### src/rtl/ex_dest_hazard_ctrl_if.sv
// ID/EX boundary bundle for the EX destination/hazard controller.
// The master drives the ID-stage instruction fields and flush; the slave
// (the controller) returns the EX dest select, stall/bubble and forwarding selects.
interface ex_dest_hazard_ctrl_if #(
  parameter int unsigned RW = 5
) ();
  logic          id_valid;
  logic [RW-1:0] id_rs;
  logic [RW-1:0] id_rt;
  logic [RW-1:0] id_rd;
  logic          id_regdst;
  logic          id_regwrite;
  logic          id_memread;
  logic          flush;
  logic          ex_sel;
  logic [RW-1:0] ex_dest;
  logic          stall;
  logic          bubble;
  logic [1:0]    fwd_a;
  logic [1:0]    fwd_b;

  modport master (
    output id_valid, id_rs, id_rt, id_rd, id_regdst, id_regwrite, id_memread, flush,
    input  ex_sel, ex_dest, stall, bubble, fwd_a, fwd_b
  );

  modport slave (
    input  id_valid, id_rs, id_rt, id_rd, id_regdst, id_regwrite, id_memread, flush,
    output ex_sel, ex_dest, stall, bubble, fwd_a, fwd_b
  );
endinterface

### src/rtl/ex_dest_hazard_ctrl.sv
// EX-stage destination-mux controller: latches the regdst select, tracks in-flight
// destinations through EX/MEM/WB, sequences load-use stalls and drives operand forwarding.
module ex_dest_hazard_ctrl #(
  parameter int unsigned LOAD_LAT = 1,
  parameter int unsigned RW       = 5
) (
  input  logic                clk,
  input  logic                rst_n,
  ex_dest_hazard_ctrl_if.slave bus
);

  typedef enum logic [0:0] {StRun, StStall} state_e;

  state_e        r_state, w_state_d;
  logic [1:0]    r_cnt, w_cnt_d;

  // EX stage (dest lives in r_ex_dest, which is also the mux output)
  logic          r_ex_valid, r_ex_regwrite, r_ex_memread, r_ex_sel;
  logic [RW-1:0] r_ex_dest;
  // MEM and WB stages
  logic          r_mem_valid, r_mem_regwrite;
  logic [RW-1:0] r_mem_dest;
  logic          r_wb_valid, r_wb_regwrite;
  logic [RW-1:0] r_wb_dest;

  logic          r_bubble;
  logic [1:0]    r_fwd_a, r_fwd_b;

  logic [RW-1:0] w_id_dest;
  logic          w_hazard, w_stall, w_load_ex, w_ex_take;
  logic          w_ex_fwd_ok, w_mem_fwd_ok;
  logic [1:0]    w_fwd_a_d, w_fwd_b_d;

  assign w_id_dest = bus.id_regdst ? bus.id_rd : bus.id_rt;

  // Load in EX whose destination feeds the instruction now in ID
  assign w_hazard = bus.id_valid & r_ex_valid & r_ex_memread & r_ex_regwrite &
                    (r_ex_dest != '0) &
                    ((r_ex_dest == bus.id_rs) | (r_ex_dest == bus.id_rt));

  // FSM next state, stall and whether the ID instruction may enter EX
  always_comb begin
    w_state_d = r_state;
    w_cnt_d   = r_cnt;
    w_stall   = 1'b0;
    w_load_ex = 1'b0;
    if (bus.flush) begin
      w_state_d = StRun;
      w_cnt_d   = '0;
    end else begin
      unique case (r_state)
        StRun: begin
          if (w_hazard) begin
            w_stall = 1'b1;
            if (LOAD_LAT > 1) begin
              w_state_d = StStall;
              w_cnt_d   = 2'(LOAD_LAT - 1);
            end
          end else begin
            w_load_ex = 1'b1;
          end
        end
        StStall: begin
          w_stall = 1'b1;
          w_cnt_d = r_cnt - 2'd1;
          if (r_cnt == 2'd1) w_state_d = StRun;
        end
        default: w_state_d = StRun;
      endcase
    end
  end

  assign w_ex_take = w_load_ex & bus.id_valid;

  // Forwarding for the instruction entering EX: today's EX becomes its MEM, today's MEM its WB
  assign w_ex_fwd_ok  = r_ex_valid & r_ex_regwrite & (r_ex_dest != '0);
  assign w_mem_fwd_ok = r_mem_valid & r_mem_regwrite & (r_mem_dest != '0);

  // Per-operand forward select, MEM result beats WB result
  always_comb begin
    w_fwd_a_d = 2'b00;
    w_fwd_b_d = 2'b00;
    if (w_ex_fwd_ok && (r_ex_dest == bus.id_rs))        w_fwd_a_d = 2'b10;
    else if (w_mem_fwd_ok && (r_mem_dest == bus.id_rs)) w_fwd_a_d = 2'b01;
    if (w_ex_fwd_ok && (r_ex_dest == bus.id_rt))        w_fwd_b_d = 2'b10;
    else if (w_mem_fwd_ok && (r_mem_dest == bus.id_rt)) w_fwd_b_d = 2'b01;
  end

  // FSM state and stall counter
  always_ff @(posedge clk or negedge rst_n) begin
    if (!rst_n) begin
      r_state <= StRun;
      r_cnt   <= '0;
    end else begin
      r_state <= w_state_d;
      r_cnt   <= w_cnt_d;
    end
  end

  // Pipeline stage registers; bubbles carry no regwrite/memread and no forwarding
  always_ff @(posedge clk or negedge rst_n) begin
    if (!rst_n) begin
      r_ex_valid     <= 1'b0;
      r_ex_regwrite  <= 1'b0;
      r_ex_memread   <= 1'b0;
      r_ex_sel       <= 1'b0;
      r_ex_dest      <= '0;
      r_mem_valid    <= 1'b0;
      r_mem_regwrite <= 1'b0;
      r_mem_dest     <= '0;
      r_wb_valid     <= 1'b0;
      r_wb_regwrite  <= 1'b0;
      r_wb_dest      <= '0;
      r_bubble       <= 1'b0;
      r_fwd_a        <= 2'b00;
      r_fwd_b        <= 2'b00;
    end else begin
      r_ex_valid     <= w_ex_take;
      r_ex_regwrite  <= w_ex_take & bus.id_regwrite;
      r_ex_memread   <= w_ex_take & bus.id_memread;
      r_ex_sel       <= bus.id_regdst;
      r_ex_dest      <= w_id_dest;
      r_mem_valid    <= r_ex_valid;
      r_mem_regwrite <= r_ex_regwrite;
      r_mem_dest     <= r_ex_dest;
      r_wb_valid     <= r_mem_valid;
      r_wb_regwrite  <= r_mem_regwrite;
      r_wb_dest      <= r_mem_dest;
      r_bubble       <= ~w_ex_take;
      r_fwd_a        <= w_ex_take ? w_fwd_a_d : 2'b00;
      r_fwd_b        <= w_ex_take ? w_fwd_b_d : 2'b00;
    end
  end

  assign bus.ex_sel  = r_ex_sel;
  assign bus.ex_dest = r_ex_dest;
  assign bus.stall   = w_stall;
  assign bus.bubble  = r_bubble;
  assign bus.fwd_a   = r_fwd_a;
  assign bus.fwd_b   = r_fwd_b;

  // WB stage is tracked so the pipeline depth is explicit; only its valid/dest feed nothing yet
  logic w_wb_unused;
  assign w_wb_unused = ^{r_wb_valid, r_wb_regwrite, r_wb_dest};

endmodule

### src/flat_wrapper.sv
// flat-port wrapper written by rule: the top's interface ports become plain ports
module ex_dest_hazard_ctrl_flat 
#(
  parameter int unsigned LOAD_LAT = 1,
  parameter int unsigned RW       = 5
)
  (clk, rst_n, bus_id_valid, bus_id_rs, bus_id_rt, bus_id_rd, bus_id_regdst, bus_id_regwrite, bus_id_memread, bus_flush, bus_ex_sel, bus_ex_dest, bus_stall, bus_bubble, bus_fwd_a, bus_fwd_b);
  ex_dest_hazard_ctrl_if #(.RW(RW)) bus_i ();
  input  logic clk;
  input  logic rst_n;
  input wire logic [$bits(bus_i.id_valid)-1:0] bus_id_valid;
  input wire logic [$bits(bus_i.id_rs)-1:0] bus_id_rs;
  input wire logic [$bits(bus_i.id_rt)-1:0] bus_id_rt;
  input wire logic [$bits(bus_i.id_rd)-1:0] bus_id_rd;
  input wire logic [$bits(bus_i.id_regdst)-1:0] bus_id_regdst;
  input wire logic [$bits(bus_i.id_regwrite)-1:0] bus_id_regwrite;
  input wire logic [$bits(bus_i.id_memread)-1:0] bus_id_memread;
  input wire logic [$bits(bus_i.flush)-1:0] bus_flush;
  output wire logic [$bits(bus_i.ex_sel)-1:0] bus_ex_sel;
  output wire logic [$bits(bus_i.ex_dest)-1:0] bus_ex_dest;
  output wire logic [$bits(bus_i.stall)-1:0] bus_stall;
  output wire logic [$bits(bus_i.bubble)-1:0] bus_bubble;
  output wire logic [$bits(bus_i.fwd_a)-1:0] bus_fwd_a;
  output wire logic [$bits(bus_i.fwd_b)-1:0] bus_fwd_b;
  assign bus_i.id_valid = bus_id_valid;
  assign bus_i.id_rs = bus_id_rs;
  assign bus_i.id_rt = bus_id_rt;
  assign bus_i.id_rd = bus_id_rd;
  assign bus_i.id_regdst = bus_id_regdst;
  assign bus_i.id_regwrite = bus_id_regwrite;
  assign bus_i.id_memread = bus_id_memread;
  assign bus_i.flush = bus_flush;
  assign bus_ex_sel = bus_i.ex_sel;
  assign bus_ex_dest = bus_i.ex_dest;
  assign bus_stall = bus_i.stall;
  assign bus_bubble = bus_i.bubble;
  assign bus_fwd_a = bus_i.fwd_a;
  assign bus_fwd_b = bus_i.fwd_b;
  ex_dest_hazard_ctrl #(.LOAD_LAT(LOAD_LAT), .RW(RW)) u_core (.clk(clk), .rst_n(rst_n), .bus(bus_i));
endmodule
### config.mk
export PLATFORM = sky130hd
export DESIGN_NAME = ex_dest_hazard_ctrl_flat
export DESIGN_NICKNAME = d
export VERILOG_FILES = /design/src/rtl/ex_dest_hazard_ctrl_if.sv /design/src/rtl/ex_dest_hazard_ctrl.sv /design/src/flat_wrapper.sv
export SDC_FILE = /design/constraint.sdc
export NUM_CORES = 1
export LEC_CHECK = 0
export ABC_AREA = 1
export BUFFER_PORTS_ARGS = -buffer_cell sky130_fd_sc_hd__buf_2
export CORE_UTILIZATION = 45
export DETAILED_ROUTE_END_ITERATION = 16
export PLACE_DENSITY_LB_ADDON = 0.1
export SYNTH_ARGS = -nofsm -noshare
export SYNTH_HDL_FRONTEND = slang
export SYNTH_SLANG_ARGS = --single-unit
### constraint.sdc
create_clock -name clk -period 1.2 [get_ports clk]
set_input_delay 0.3 -clock clk [delete_from_list [all_inputs] [get_ports clk]]
set_output_delay 0.3 -clock clk [all_outputs]
set_load 0.02 [all_outputs]
==> results of run 1 <==
[metrics by stage]
stage                     cells  hold slack, ns
after detailed placement    217           0.317
after floorplan             139         0.00441
after global routing        226           0.160
after global placement      217           0.302
final                       226           0.162
after CTS                   223           0.159
[cells in the mapped netlist]
cell      number  area share (%)
nand2_1       39              13
inv_1         22             7.2
ha_1           1             1.1
nor2_2         1            0.54
mux2_2         1            0.98
xor2_1         3             2.3
nand3_1        4             1.7
nand2_2        1            0.54
inv_2          1            0.32
dfrtp_1       24              52
clkbuf_1       1            0.32
a21oi_1        1            0.43
o21bai_1       1            0.65
nor2_1        17             5.5
nand4_1        4             2.2
o21ai_0        5             2.2
xnor2_1       10             7.6
nand2_4        1            0.98
nor3_1         2            0.87
[state kept, by name (all words and copies together) (netlist names), 2 cells and up]
name                count
u_core.r_cnt            2
u_core.bus.fwd_a        2
u_core.bus.fwd_b        2
u_core.r_mem_dest       5
u_core.bus.ex_dest      5
[metal layers]
metal | global-route usage, % | routed length (um) | up-vias
met3 | 5.22 | 120 | 2
met4 | 3.51 | 14 | 0
li1 | - | - | 538
met2 | 39.2 | 1320 | 30
met5 | 0 | 0 | -
met1 | 23.9 | 1070 | 477
[logic make-up (layout without fill, tap and decap cells)]
family / Yosys count / after routing / synth area share (%)
muxes: 1 / 1 / 0.975
DFF: 24 / 24 / 52.0
buffers and inverters: 24 / 83 / 7.80
and+or+nand+nor: 69 / 69 / 25.0
adders and majority gates: 1 / 1 / 1.08
xor gates and xnor gates: 13 / 13 / 9.86
AOI/OAI and AO/OA: 7 / 7 / 3.25
[power by group through the flow]
| stage | sequential (W) | combinational [W] | clock, W |
|---|---|---|---|
| global route | 0.000893 | 0.000417 | 0.000457 |
| detailed placement | 0.000900 | 0.000309 | 0 |
| finish | 0.000888 | 0.000377 | 0.000429 |
| floorplan | 0.000917 | 0.000131 | 0 |
| global placement | 0.000897 | 0.000303 | 0 |
| CTS | 0.000887 | 0.000345 | 0.000438 |
[layout by cell type (no fill, tap or decap), types with 3 or more instances in the layout]
cell type,count
nand2_1,39
buf_2,28
dfrtp_1,19
inv_1,18
buf_4,17
xnor2_1,9
buf_6,9
nor2_1,8
nor2_2,7
inv_2,5
o21ai_0,5
dfrtp_2,5
nand3_1,4
nand4_1,4
nor2_4,3
xor2_1,3
clkbuf_4,3
[final cells by class]
| type | instances | area [sq um] |
|---|---|---|
| Clock buffer | 4 | 36.3 |
| Fill cell | 198 | 626 |
| Inverter | 23 | 86.3 |
| Multi-Input combinational cell | 91 | 529 |
| Sequential cell | 24 | 607 |
| Tap cell | 28 | 35.0 |
| Timing Repair Buffer | 56 | 399 |
[critical path, cell delays in order, from the launching register on]
cell     delay [ns]
dfrtp_2        0.46
nand2_1        0.08
nand2_1        0.08
nor2_2         0.13
nand3_1        0.08
nand2_1        0.07
nand2_2        0.07
a21oi_4        0.12
buf_6          0.13
[final timing paths]
kind	from	slack, ns	end	cells past startpoint
setup / recovery	u_core.bus.ex_dest[4]	-0.65	bus_stall	8
hold / removal	bus_id_regwrite	0.16	u_core.r_ex_regwrite	3
setup reg to reg	u_core.bus.ex_dest[0]	-0.21	u_core.bus.fwd_a[1]	9
hold reg to reg	u_core.r_ex_regwrite	0.39	u_core.r_mem_regwrite	0
max in group asynchronous	rst_n	0.33	u_core.bus.ex_dest[0]	2
min in group asynchronous	rst_n	0.47	u_core.r_cnt[0]	2
[what timing repair did]
action,CTS,global route
pin swaps,5,8
buffers inserted,1,3
hold buffers,1,0
setup endpoints to repair,14,14
gates resized for setup,19,10
endpoints found under the hold margin,24,0
==> impl_metrics.env, run 1 <==
export IMPL_wire_per_inst_um=11.2
export IMPL_synth_cell_type_count=19
export IMPL_drtPass1Iterations=4
export IMPL_hold_viol=0
export IMPL_grt_pass1_vias=1029
export IMPL_setup_viol=14
export IMPL_htree_levels=1
export IMPL_fin_ws_ns=-0.648
export IMPL_grtUsageTotal_pct=21.0
export IMPL_antenna_found_initial=0
export IMPL_cts_buffers=3
export IMPL_total_power_w=0.00169
export IMPL_fmax_mhz=541
export IMPL_die_w_um=52.7
export IMPL_combinationalPowerShare_pct=22.2
export IMPL_cts_root_buf="clkbuf_4"
export IMPL_rows=17
export IMPL_dieArea_sq_um=2770
export IMPL_status="finished, violations left"
export IMPL_cp_start_kind="flop"
export IMPL_layout_drive_gt1_share_pct=42.4
export IMPL_rsz0062_at_grt="yes"
export IMPL_cp_data_arrival_time_ns=1.55
export IMPL_required_ns=0.90
export IMPL_syn_cell_area_sq_um=1150
export IMPL_violations="negative setup slack"
export IMPL_vias=1047
export IMPL_clock_sinks=24
export IMPL_syn_num_nets=162
export IMPL_diodes=0
export IMPL_nets=222
export IMPL_die_y_um=52.7
export IMPL_maxCapViolations=0
export IMPL_routed_wl_um=2530
export IMPL_power_leakage_nw=0.906
export IMPL_routabilityCongestion=0.830
export IMPL_cp_end_kind="output port"
export IMPL_p_int_w=0.00123
export IMPL_post_route_period_util_pct=154
export IMPL_yosysSeqAreaShare_pct=52.0
export IMPL_p_sw_w=0.000468
export IMPL_port_buffer_count=33
export IMPL_fin_skew_ns=0.0193
export IMPL_clk_pin_slew_ns=0.14
export IMPL_slew_headroom_pct=64.9
export IMPL_p_seq_share_pct=52.4
export IMPL_utilization_pct=73.0
export IMPL_clock_path_buffers=2
export IMPL_cts_tree="built"
export IMPL_design_area_sq_um=1690
export IMPL_tightest_slew_ns=0.526
export IMPL_place_hpwl_um=1870
export IMPL_ir_worst_vdd_uv=978
export IMPL_syn_area_per_cell_sq_um=8.31
export IMPL_synth_seq_cells=24
export IMPL_power_density_nw_per_um2=1000
export IMPL_start_util_pct=49.8
export IMPL_worstPathMaxFanout=4
export IMPL_dpl_cell_area_sq_um=1500
export IMPL_maxSlewViolCount=0
export IMPL_pre_cts_ws_ns=-0.359
export IMPL_area_delta_synth_final_pct=46.6
export IMPL_antenna_left=0
export IMPL_grt_pass1_wl_um=4200
export IMPL_drc=0
export IMPL_insertion_delay_ns=0.32
export IMPL_synthCells=139
export IMPL_viasPerCell=4.63
export IMPL_grt_max_degree=25
export IMPL_power_frac_clock_pct=25.3
export IMPL_ys_warn_count=0
export IMPL_drt_iter0_markers=15
export IMPL_crit_type="reg2out"
export IMPL_hp_class="in2reg"
export IMPL_io_pins=34
export IMPL_period_needed_ns=1.85
export IMPL_setup_tns_ns=-2.75
export IMPL_grt_overflow=0
export IMPL_sw_frac_of_total_pct=27.6
export IMPL_core_sq_um=2320
Note: power is estimated with default switching activity, not from simulation.
==> inputs of run 2 (changes only) <==
--- a/config.mk
+++ b/config.mk
@@ -8,6 +8,7 @@
 export ABC_AREA = 1
 export BUFFER_PORTS_ARGS = -buffer_cell sky130_fd_sc_hd__buf_2
 export CORE_UTILIZATION = 45
+export CTS_BUF_LIST = sky130_fd_sc_hd__clkbuf_16
 export DETAILED_ROUTE_END_ITERATION = 16
 export PLACE_DENSITY_LB_ADDON = 0.1
 export SYNTH_ARGS = -nofsm -noshare
==> run 2 against run 1 <==
The flow still finishes with violations (negative setup slack). Die area stayed put. Cell count is 0.88% lower. Highest routed layer unchanged. Largest power group unchanged. Global-route usage up 0.73 points.
==> impl_metrics.env, run 2 (synthesized netlist as in run 1, its figures left out) <==
export IMPL_maxSlewViolCount=0
export IMPL_pre_cts_ws_ns=-0.359
export IMPL_drt_iter0_markers=15
export IMPL_crit_family="simple AND/OR/NAND/NOR gates"
export IMPL_die_y_um=52.7
export IMPL_total_power_w=0.00198
export IMPL_layout_common_cells="nand2_1, buf_2, dfrtp_1"
export IMPL_grtUsageTotal_pct=21.7
export IMPL_violations="negative setup slack"
export IMPL_slowest_delay_ns=0.40
export IMPL_io_pins=34
export IMPL_hp_class="in2async"
export IMPL_clock_path_buffers=2
export IMPL_port_buffer_count=33
export IMPL_rows=17
export IMPL_vias=1077
export IMPL_tightest_slew_ns=0.523
export IMPL_fin_skew_ns=0.00633
export IMPL_area_delta_synth_final_pct=50.9
export IMPL_clock_sinks=24
export IMPL_nets=220
export IMPL_grt_pass1_wl_um=4290
export IMPL_clk_pin_slew_ns=0.06
export IMPL_post_route_period_util_pct=149
export IMPL_routabilityCongestion=0.830
export IMPL_power_density_nw_per_um2=1140
export IMPL_ir_worst_vdd_uv=1180
export IMPL_fin_ws_ns=-0.584
export IMPL_insertion_delay_ns=0.26
export IMPL_power_leakage_nw=0.917
export IMPL_rsz0062_at_grt="yes"
export IMPL_cts_root_buf="clkbuf_16"
export IMPL_cp_num_buf_inv=2
export IMPL_cts_tree="built"
export IMPL_diodes=0
export IMPL_worstPathMaxFanout=4
export IMPL_drtPass1Iterations=4
export IMPL_htree_levels=1
export IMPL_cp_end_kind="output port"
export IMPL_worstPathCellList="inv_1 > nand2_1 > nand2_1 > nor2_2 > nand3_2 > nand2_2 > nand2_2 > a21oi_4 > buf_6"
export IMPL_layout_drive_gt1_share_pct=44.9
export IMPL_wire_per_inst_um=11.2
export IMPL_hold_viol=0
export IMPL_grt_pass1_vias=1045
export IMPL_holdBufCountCts=0
export IMPL_viasPerCell=4.81
export IMPL_grt_max_degree=25
export IMPL_drc=0
export IMPL_cts_buffers=3
export IMPL_status="finished, violations left"
export IMPL_worst_path_max_delay_cell="dfrtp_2"
export IMPL_place_hpwl_um=1870
export IMPL_fmax_mhz=561
export IMPL_antenna_left=0
export IMPL_slew_headroom_pct=65.1
export IMPL_final_common_cell="nand2_1"
export IMPL_cp_data_arrival_time_ns=1.48
export IMPL_routed_wl_um=2510
export IMPL_start_util_pct=49.8
export IMPL_required_ns=0.90
export IMPL_maxCapViolations=0
export IMPL_crit_type="reg2out"
export IMPL_grt_overflow=0
export IMPL_core_sq_um=2320
export IMPL_cp_start_kind="flop"
export IMPL_period_needed_ns=1.78
export IMPL_antenna_found_initial=0
export IMPL_setup_viol=12
export IMPL_die_w_um=52.7
export IMPL_dieArea_sq_um=2770
[run 2: worst paths after layout]
kind / start / end / slack, ns / cells past startpoint
max: u_core.bus.ex_dest[3] / bus_stall / -0.58 / 9
min: rst_n / u_core.r_mem_dest[0] / 0.02 / 1
max reg2reg: u_core.bus.ex_dest[0] / u_core.bus.fwd_a[1] / -0.18 / 9
min reg2reg: u_core.r_ex_regwrite / u_core.r_mem_regwrite / 0.37 / 0
max in group asynchronous: rst_n / u_core.bus.ex_dest[0] / 0.79 / 1
min in group clk: bus_id_regwrite / u_core.r_ex_regwrite / 0.25 / 3
[run 2: layer usage]
metal	vias to the layer above	track usage (%)	wire length (um)
met5	-	0	0
met4	0	5.26	30
met3	6	5.51	121
met2	30	39.7	1300
met1	505	24.9	1060
li1	536	-	-
[run 2: where the power goes]
| part | leakage (nW) | switching (W) | internal [W] | total [W] |
|---|---|---|---|---|
| Sequential | 0.300 | 0.0000413 | 0.000849 | 0.000890 |
| Combinational | 0.578 | 0.000193 | 0.000194 | 0.000386 |
| Clock | 0.0385 | 0.000264 | 0.000445 | 0.000708 |
[run 2: area by class of cell]
type,count,area [sq um]
Clock buffer,3,75.1
Sequential cell,24,607
Multi-Input combinational cell,91,557
Timing Repair Buffer,54,379
Fill cell,168,576
Inverter,23,86.3
Tap cell,28,35.0
Clock inverter,1,3.75
[run 2: worst reg2reg max path, stage by stage, from the launching register on]
cell and delay [ns]:
dfrtp_2 0.44, buf_6 0.14, nor2_4 0.10, nand4_1 0.11, nand4_1 0.09, inv_1 0.05
nand2_2 0.08, buf_4 0.14, nand2_8 0.08, nor2_1 0.10
[run 2: repair_timing]
item	CTS	global route
pin swaps	8	13
endpoints found under the setup margin	11	12
buffers inserted	2	1
resized for setup	20	16
[run 2: metrics by stage]
step / utilization [%] / area, sq um / TNS (ns) / hold slack [ns] / std cells
after floorplan: - / 1170 / -0.246 / 0.00441 / 139
after global placement: 64.9 / 1500 / -1.82 / 0.302 / 217
after detailed placement: 64.9 / 1500 / -1.99 / 0.317 / 217
after CTS: 72.4 / 1680 / -2.21 / 0.0411 / 223
after global routing: 75.2 / 1740 / -3.05 / 0.0630 / 224
final: 75.2 / 1740 / -2.03 / 0.0205 / 224
